<file path="config.mk">
export PLATFORM = sky130hd
export DESIGN_NAME = fifo_chain_flat
export DESIGN_NICKNAME = d
export VERILOG_FILES = /design/src/rtl/fifo_chain_if.sv /design/src/rtl/fifo_chain.sv /design/src/flat_wrapper.sv
export SDC_FILE = /design/constraint.sdc
export NUM_CORES = 1
export LEC_CHECK = 0
export CORE_MARGIN = 2
export CORE_UTILIZATION = 49
export DETAILED_ROUTE_END_ITERATION = 7
export PLACE_DENSITY = 0.79
export SLEW_MARGIN = 10
export SYNTH_ARGS = -nofsm -noshare
export SYNTH_HDL_FRONTEND = slang
export SYNTH_SLANG_ARGS = --single-unit
export TNS_END_PERCENT = 20
</file>
<file path="constraint.sdc">
create_clock -name clk -period 3.1 [get_ports clk]
set_input_delay 0.62 -clock clk [delete_from_list [all_inputs] [get_ports clk]]
set_output_delay 0.62 -clock clk [all_outputs]
set_load 0.01 [all_outputs]
</file>
<file path="src/rtl/fifo_chain_if.sv">
// fifo_chain handshake bundle: producer/consumer side is master,
// the FIFO itself is slave. Error flags exist only with FIFO_CHAIN_ERR_EN.
interface fifo_chain_if #(
  parameter int WIDTH = 8,
  parameter int DEPTH = 4
);
  localparam int CW = $clog2(DEPTH + 1);

  logic [WIDTH-1:0] d_in;
  logic             d_in_strobe;
  logic [WIDTH-1:0] q_out;
  logic             q_out_strobe;
  logic             empty;
  logic             full;
  logic             almost_full;
  logic [CW-1:0]    count;
`ifdef FIFO_CHAIN_ERR_EN
  logic             overflow;
  logic             underflow;
`endif

  modport master (
    output d_in, d_in_strobe, q_out_strobe,
    input  q_out, empty, full, almost_full, count
`ifdef FIFO_CHAIN_ERR_EN
    , input overflow, underflow
`endif
  );

  modport slave (
    input  d_in, d_in_strobe, q_out_strobe,
    output q_out, empty, full, almost_full, count
`ifdef FIFO_CHAIN_ERR_EN
    , output overflow, underflow
`endif
  );
endinterface

</file>
<file path="src/rtl/fifo_chain.sv">
// Shift-through FIFO of DEPTH chained elements with contiguous used flags.
// Optional sticky overflow/underflow flags via FIFO_CHAIN_ERR_EN.
module fifo_chain #(
  parameter int WIDTH  = 8,
  parameter int DEPTH  = 4,
  parameter int ALMOST = 3,
  localparam int CW    = $clog2(DEPTH + 1)
) (
  input  logic          clk,
  input  logic          reset_n,
  fifo_chain_if.slave   bus
);

  logic [WIDTH-1:0] data [DEPTH];
  logic [WIDTH-1:0] nd   [DEPTH];
  logic [DEPTH-1:0] used;
  logic [DEPTH-1:0] nu;
  logic [CW-1:0]    cnt;
  logic [CW-1:0]    idx;
  logic             is_empty;
  logic             is_full;
  logic             do_rd;
  logic             do_wr;

  always_comb begin
    cnt = '0;
    for (int i = 0; i < DEPTH; i++)
      cnt = cnt + CW'(used[i]);
  end

  assign is_empty = ~used[0];
  assign is_full  = used[DEPTH-1];
  assign do_rd    = bus.q_out_strobe & ~is_empty;
  // A full chain still accepts a write when the head leaves on the same edge.
  assign do_wr    = bus.d_in_strobe & (~is_full | do_rd);
  assign idx      = do_rd ? cnt - CW'(1) : cnt;

  always_comb begin
    nd = data;
    nu = used;
    if (do_rd) begin
      for (int i = 0; i < DEPTH - 1; i++) begin
        nd[i] = data[i+1];
        nu[i] = used[i+1];
      end
      nd[DEPTH-1] = '0;
      nu[DEPTH-1] = 1'b0;
    end
    if (do_wr) begin
      for (int i = 0; i < DEPTH; i++) begin
        if (CW'(i) == idx) begin
          nd[i] = bus.d_in;
          nu[i] = 1'b1;
        end
      end
    end
  end

  always_ff @(posedge clk or negedge reset_n) begin
    if (!reset_n) begin
      for (int i = 0; i < DEPTH; i++)
        data[i] <= '0;
      used <= '0;
    end else begin
      data <= nd;
      used <= nu;
    end
  end

  assign bus.q_out       = data[0];
  assign bus.count       = cnt;
  assign bus.empty       = is_empty;
  assign bus.full        = is_full;
  assign bus.almost_full = (cnt >= CW'(ALMOST));

`ifdef FIFO_CHAIN_ERR_EN
  logic ovf;
  logic unf;

  always_ff @(posedge clk or negedge reset_n) begin
    if (!reset_n) begin
      ovf <= 1'b0;
      unf <= 1'b0;
    end else begin
      if (bus.d_in_strobe & is_full & ~bus.q_out_strobe)
        ovf <= 1'b1;
      if (bus.q_out_strobe & is_empty)
        unf <= 1'b1;
    end
  end

  assign bus.overflow  = ovf;
  assign bus.underflow = unf;
`endif

endmodule

</file>
<file path="src/flat_wrapper.sv">
// flat-port wrapper written by rule: the top's interface ports become plain ports
module fifo_chain_flat 
#(
  parameter int WIDTH  = 8,
  parameter int DEPTH  = 4,
  parameter int ALMOST = 3,
  localparam int CW    = $clog2(DEPTH + 1)
)
  (clk, reset_n, bus_d_in, bus_d_in_strobe, bus_q_out_strobe, bus_q_out, bus_empty, bus_full, bus_almost_full, bus_count);
  fifo_chain_if #(.WIDTH(WIDTH), .DEPTH(DEPTH)) bus_i ();
  input  logic clk;
  input  logic reset_n;
  input wire logic [$bits(bus_i.d_in)-1:0] bus_d_in;
  input wire logic [$bits(bus_i.d_in_strobe)-1:0] bus_d_in_strobe;
  input wire logic [$bits(bus_i.q_out_strobe)-1:0] bus_q_out_strobe;
  output wire logic [$bits(bus_i.q_out)-1:0] bus_q_out;
  output wire logic [$bits(bus_i.empty)-1:0] bus_empty;
  output wire logic [$bits(bus_i.full)-1:0] bus_full;
  output wire logic [$bits(bus_i.almost_full)-1:0] bus_almost_full;
  output wire logic [$bits(bus_i.count)-1:0] bus_count;
  assign bus_i.d_in = bus_d_in;
  assign bus_i.d_in_strobe = bus_d_in_strobe;
  assign bus_i.q_out_strobe = bus_q_out_strobe;
  assign bus_q_out = bus_i.q_out;
  assign bus_empty = bus_i.empty;
  assign bus_full = bus_i.full;
  assign bus_almost_full = bus_i.almost_full;
  assign bus_count = bus_i.count;
  fifo_chain #(.WIDTH(WIDTH), .DEPTH(DEPTH), .ALMOST(ALMOST)) u_core (.clk(clk), .reset_n(reset_n), .bus(bus_i));
endmodule
</file>
==> results of run 1 <==
-- kinds of logic after synthesis --
kind of cell    share of synthesized area
simple gates                        0.190
flops                               0.445
compound gates                      0.124
buf+inv                            0.0655
mux                                 0.133
fa+ha+maj                          0.0383
xor+xnor                          0.00432
-- sequential cells by signal (all words and copies together) (netlist names) --
| signal | count |
|---|---|
| u_core.data | 24 |
| u_core.bus.q_out | 8 |
| u_core.used | 4 |
-- stage by stage --
stage,util,TNS [ps],power [uW]
after floorplan,-,0,2480
after global placement,0.590,0,2990
after detailed placement,0.590,0,3040
after CTS,0.614,0,3390
after global routing,0.616,-203,3680
final,0.616,0,3400
-- synthesized netlist by cell type --
library cell  number  area share
nor3_2             2      0.0099
buf_2              1      0.0025
nand4b_1           1      0.0043
nand2_1           76        0.14
a211oi_1           1      0.0037
inv_1              8       0.015
nand3_1            1      0.0025
nand4bb_1          1      0.0056
fa_1               2       0.020
mux2_2            23        0.13
nor3b_1            1      0.0037
o21ai_0            1      0.0025
buf_4              8       0.030
mux2_1             1      0.0056
a31oi_1            2      0.0062
clkbuf_1          10       0.019
or4b_4             1      0.0068
a2bb2oi_2          1      0.0074
nor4b_2            1      0.0074
o22ai_1            8       0.025
xor2_1             1      0.0043
a221o_1            1      0.0049
dfrtp_1           36        0.44
a311oi_1           1      0.0043
a21oi_1            1      0.0025
o31a_1             1      0.0043
a21oi_2            1      0.0043
ha_1               3       0.019
and2_1             1      0.0031
a22oi_1           16       0.059
nor2_1             3      0.0056
-- layout by cell type (no fill, tap or decap), types with 2 or more instances in the layout --
master,netlist,final
nand2_1,76,75
dfrtp_1,36,36
clkdlybuf4s50_1,0,24
mux2_2,23,23
a22oi_1,16,16
buf_4,8,13
o22ai_1,8,8
inv_1,8,7
clkbuf_8,0,6
nor2_1,3,3
ha_1,3,3
a31oi_1,2,2
-- critical path, cell delays in order, from the launching register on --
cell and delay, ps:
dfrtp_1 400, ha_1 290, inv_1 70, fa_2 480, inv_2 90, buf_4 220, clkdlybuf4s50_1 570
-- area by class of cell --
type / count / area share
multi-input cells: 152 / 0.418
well taps: 50 / 0.0254
flip-flops and latches: 36 / 0.366
inverters: 8 / 0.0122
repair buffers: 38 / 0.141
clock inverters: 1 / 0.00305
clock buffers: 7 / 0.0350
-- per-layer routing --
layer	up-vias	part of all wire	wire length (um)
li1	782	-	-
met1	763	0.47	1930
met2	32	0.47	1930
met3	5	0.041	165
met4	0	0.013	51
met5	-	0	0
-- worst paths after layout --
kind | end | slack, ps | cells after the start
max | bus_count[0] | 50 | 6
min | u_core.used[1] | 580 | 2
max reg2reg | u_core.bus.q_out[6] | 110 | 9
min reg2reg | u_core.used[1] | 580 | 2
max in group asynchronous | u_core.used[3] | 2040 | 2
min in group asynchronous | u_core.bus.q_out[1] | 740 | 2
-- timing repair --
action                                  CTS  global route
pin swaps                                 0             2
gates resized for setup                   2             1
hold endpoints to repair                  0             0
setup buffers                             0             0
endpoints found under the setup margin    1            25
-- where the power goes --
group          internal (uW)  switching (uW)  total, uW
Sequential               712             130        842
Combinational           1090            1120       2210
Clock                    181             168        349
==> metrics, run 1 <==
Setup crit start kind register; Multi-input gate area 1030 um2; Inst Count DP 284; flops & latches, synth 36; GR peak layer met2; WL/cell 14.0 um; GR met3 Demand/Resource 0.0559; post-DP HPWL 2.70 mm; GR Overflow Total 0; Post-Layout Inst Area 2460 um2; Worst Hold Class register to register; initial antenna violation count 0; n_diodes 0; die height 68.3 um; Min Clock Period, post-route 3050 ps; largest net degree at the start of global routing 37; CTS Sinks 36; Initial Utilization 0.506; worst skew pair latency 290 ps; Placed Area 2360 um2; Via density 5.42; unrepaired setup endpoints after global routing true; Final Max Slew Viols 0; I/O pin cnt 26; slew margin rel. 0.699; Netlist cell types 31; period utilization 0.982; crit path kind register to output pin; first-pass GRT wire length 6.80 mm; Die Wd 68.3 um; Fillers 350; CTS tree yes; Final Hold Viols 0; Max clock buf depth 2; WL final 4.07 mm; register area 901 um2; fmax 0.328 GHz; synth warn 0; critical path required time 2480 ps; post-synthesis sequential area ratio 0.445; Leak Pwr 0.00116 uW; crit path max fanout 15; Final nets 258; layout cells sized above 1 0.219; maximum vdd drop 0.725 mV; clk slew on worst S/H paths 70 ps; port bufs 25; mean instance size in the synthesized netlist 9.42 um2; Tot GR Track Use 0.202; vias after detailed routing 1582; syn_nets 232; CP startpoint u_core.used[0]; gpl congestion 0.893; met2 Usage GRT 0.314; final std cells w/o fill 292; Die ar. 4660 um2; DRC 0; Initial DRT Pass Iterations 5; post-cts hold buffer count 0; status finished clean; post-synthesis cell area 2030 um2; Layout Skew 4.80 ps; worst setup margin 54.3 ps; CTS H-Tree Depth 2; Crit. End Element output pin; Setup-failing EPs final 0; met1 Resource Use GR 0.271; worst r2r src u_core.used[0]; WP data arrival 2430 ps; PwrDens 1380 nW/um2; core area 4000 um2; synthesized netlist cell count 215; cell chosen for the clock root clkbuf_8; Final ANT Viol Nets 0; row count 23; worst-margin pin slew 452 ps; total CTS buffers 5; max_cap viols 0; Worst Hold Launch u_core.used[1]; vias in the first global route 1454; dpl ws 95.2 ps; area delta synth->final 21.6%; number of DRC markers after the initial detailed-route iteration 92; Min Hold Slack 579 ps
(Power assumes the default switching activity.)
==> run 2, diff against run 1 <==
--- a/config.mk
+++ b/config.mk
@@ -5,6 +5,7 @@
 export SDC_FILE = /design/constraint.sdc
 export NUM_CORES = 1
 export LEC_CHECK = 0
+export CORE_ASPECT_RATIO = 0.8
 export CORE_MARGIN = 2
 export CORE_UTILIZATION = 49
 export DETAILED_ROUTE_END_ITERATION = 7
==> metrics, run 2 (same netlist as run 1, synthesis figures left out) <==
core area 3880 um2; worst-path cell chain ha_1 -> inv_1 -> fa_1 -> inv_1 -> ha_1 -> inv_1 -> ha_2 -> xor2_2 -> nand4b_1 -> o31a_1 -> buf_4 -> mux2_2; worst-margin pin slew 471 ps; vias in the first global route 1574; Die ar. 4670 um2; hold path depth 2; Combinational Power Share 0.653; status finished clean; vias after detailed routing 1604; Final Max Slew Viols 0; worst setup margin 133 ps; crit path kind register to register; gpl congestion 0.840; unrepaired setup endpoints after global routing true; first-pass GRT wire length 7.23 mm; largest net degree at the start of global routing 37; commonest non-fill, non-tap cell in the layout nand2_1; post-cts hold buffer count 0; n_diodes 0; Worst path slowest cell dfrtp_1; crit path max fanout 5; WL final 4.38 mm; fmax 0.337 GHz; die height 61.5 um; WL/cell 14.8 um; Setup crit start kind register; Total Power 3430 uW; worst skew pair latency 290 ps; post-DP HPWL 2.87 mm; CTS Sinks 36; Initial Utilization 0.522; PwrDens 1380 nW/um2; Initial DRT Pass Iterations 4; DRC 0; layout cells sized above 1 0.215; number of DRC markers after the initial detailed-route iteration 75; Inst Count DP 288; initial antenna violation count 0; Sw Pwr 1440 uW; final std cells w/o fill 297; CP most frequent cell inv_1; port bufs 25; total CTS buffers 5; Crit. End Element register; WP data arrival 3150 ps; Worst Hold Class register to register; largest reg by FF count u_core.data; slew margin rel. 0.685; max reg flops 24; Die Wd 75.9 um; Min Clock Period, post-route 2970 ps; period utilization 0.957; max_cap viols 0; Flop pwr share 0.247; Pint 1990 uW; Final nets 258; Layout Skew 2.06 ps; Sw Ratio 0.420; Max clock buf depth 2; clock share of power 0.100; cell chosen for the clock root clkbuf_8; critical path required time 3280 ps; clk slew on worst S/H paths 70 ps; GR Overflow Total 0; CP peak stage delay 400 ps; Final ANT Viol Nets 0; maximum vdd drop 0.778 mV; Setup-failing EPs final 0; Final Hold Viols 0; Tot GR Track Use 0.213; worst-case reg-to-reg path depth 12; dpl ws 74.5 ps; Leak Pwr 0.00117 uW; I/O pin cnt 26; area delta synth->final 22.1%; Via density 5.40; CTS tree yes; CTS H-Tree Depth 2; row count 20; most frequent cells in the layout 75 x nand2_1, 36 x dfrtp_1, 24 x clkdlybuf4s50_1
-- run 2: final timing paths --
check / from / endpoint / slack, ps
max: u_core.used[0] / u_core.data[15] / 130
min: u_core.used[1] / u_core.used[1] / 580
max reg2reg: u_core.used[0] / u_core.data[15] / 130
min reg2reg: u_core.used[1] / u_core.used[1] / 580
max in group asynchronous: reset_n / u_core.bus.q_out[6] / 2030
min in group asynchronous: reset_n / u_core.used[3] / 740
-- run 2: critical path: cells and delay by family, from the launching register on --
kind / cells / cell delay [ps]
adder cells (fa/ha/maj): 4 / 1100
flip-flops: 1 / 400
buffers and inverters: 4 / 400
multiplexers: 1 / 330
XOR/XNOR: 1 / 240
AND/OR/NAND/NOR: 1 / 190
AO/OA/AOI/OAI: 1 / 190
-- run 2: metal layers --
metal / track usage / vias up / wire length (um)
li1: - / 782 / -
met1: 0.295 / 768 / 2050
met4: 0.0902 / 0 / 86
met2: 0.326 / 43 / 1980
met3: 0.0442 / 11 / 272
met5: 0 / - / 0
-- run 2: metrics by stage --
stage | setup TNS, ps | utilization | instance area, um2 | hold slack (ps)
CTS | 0 | 0.632 | 2450 | 577
finish | 0 | 0.638 | 2470 | 577
detailed placement | 0 | 0.608 | 2360 | 564
floorplan | 0 | - | 2070 | 324
global placement | 0 | 0.608 | 2360 | 555
global route | -878 | 0.638 | 2470 | 616
-- run 2: power groups by stage --
stage | Combinational [uW] | Sequential (uW) | Clock [uW]
3_3_place_gp | 2130 | 844 | 0
2_1_floorplan | 1660 | 822 | 0
4_1_cts | 2200 | 843 | 351
3_5_place_dp | 2190 | 850 | 0
6_report | 2240 | 846 | 343
5_1_grt | 2460 | 872 | 366
-- run 2: layout make-up --
class,count,area (um2)
flip-flops and latches,36,901
fillers,305,1410
clock buffers,8,90.1
inverters,8,30.0
well taps,55,68.8
repair buffers,38,354
multi-input cells,152,1030
-- run 2: timing repair --
item / in CTS / in global routing
setup endpoints to repair: 0 / 26
resized for setup: 0 / 4
setup buffers: 0 / 1
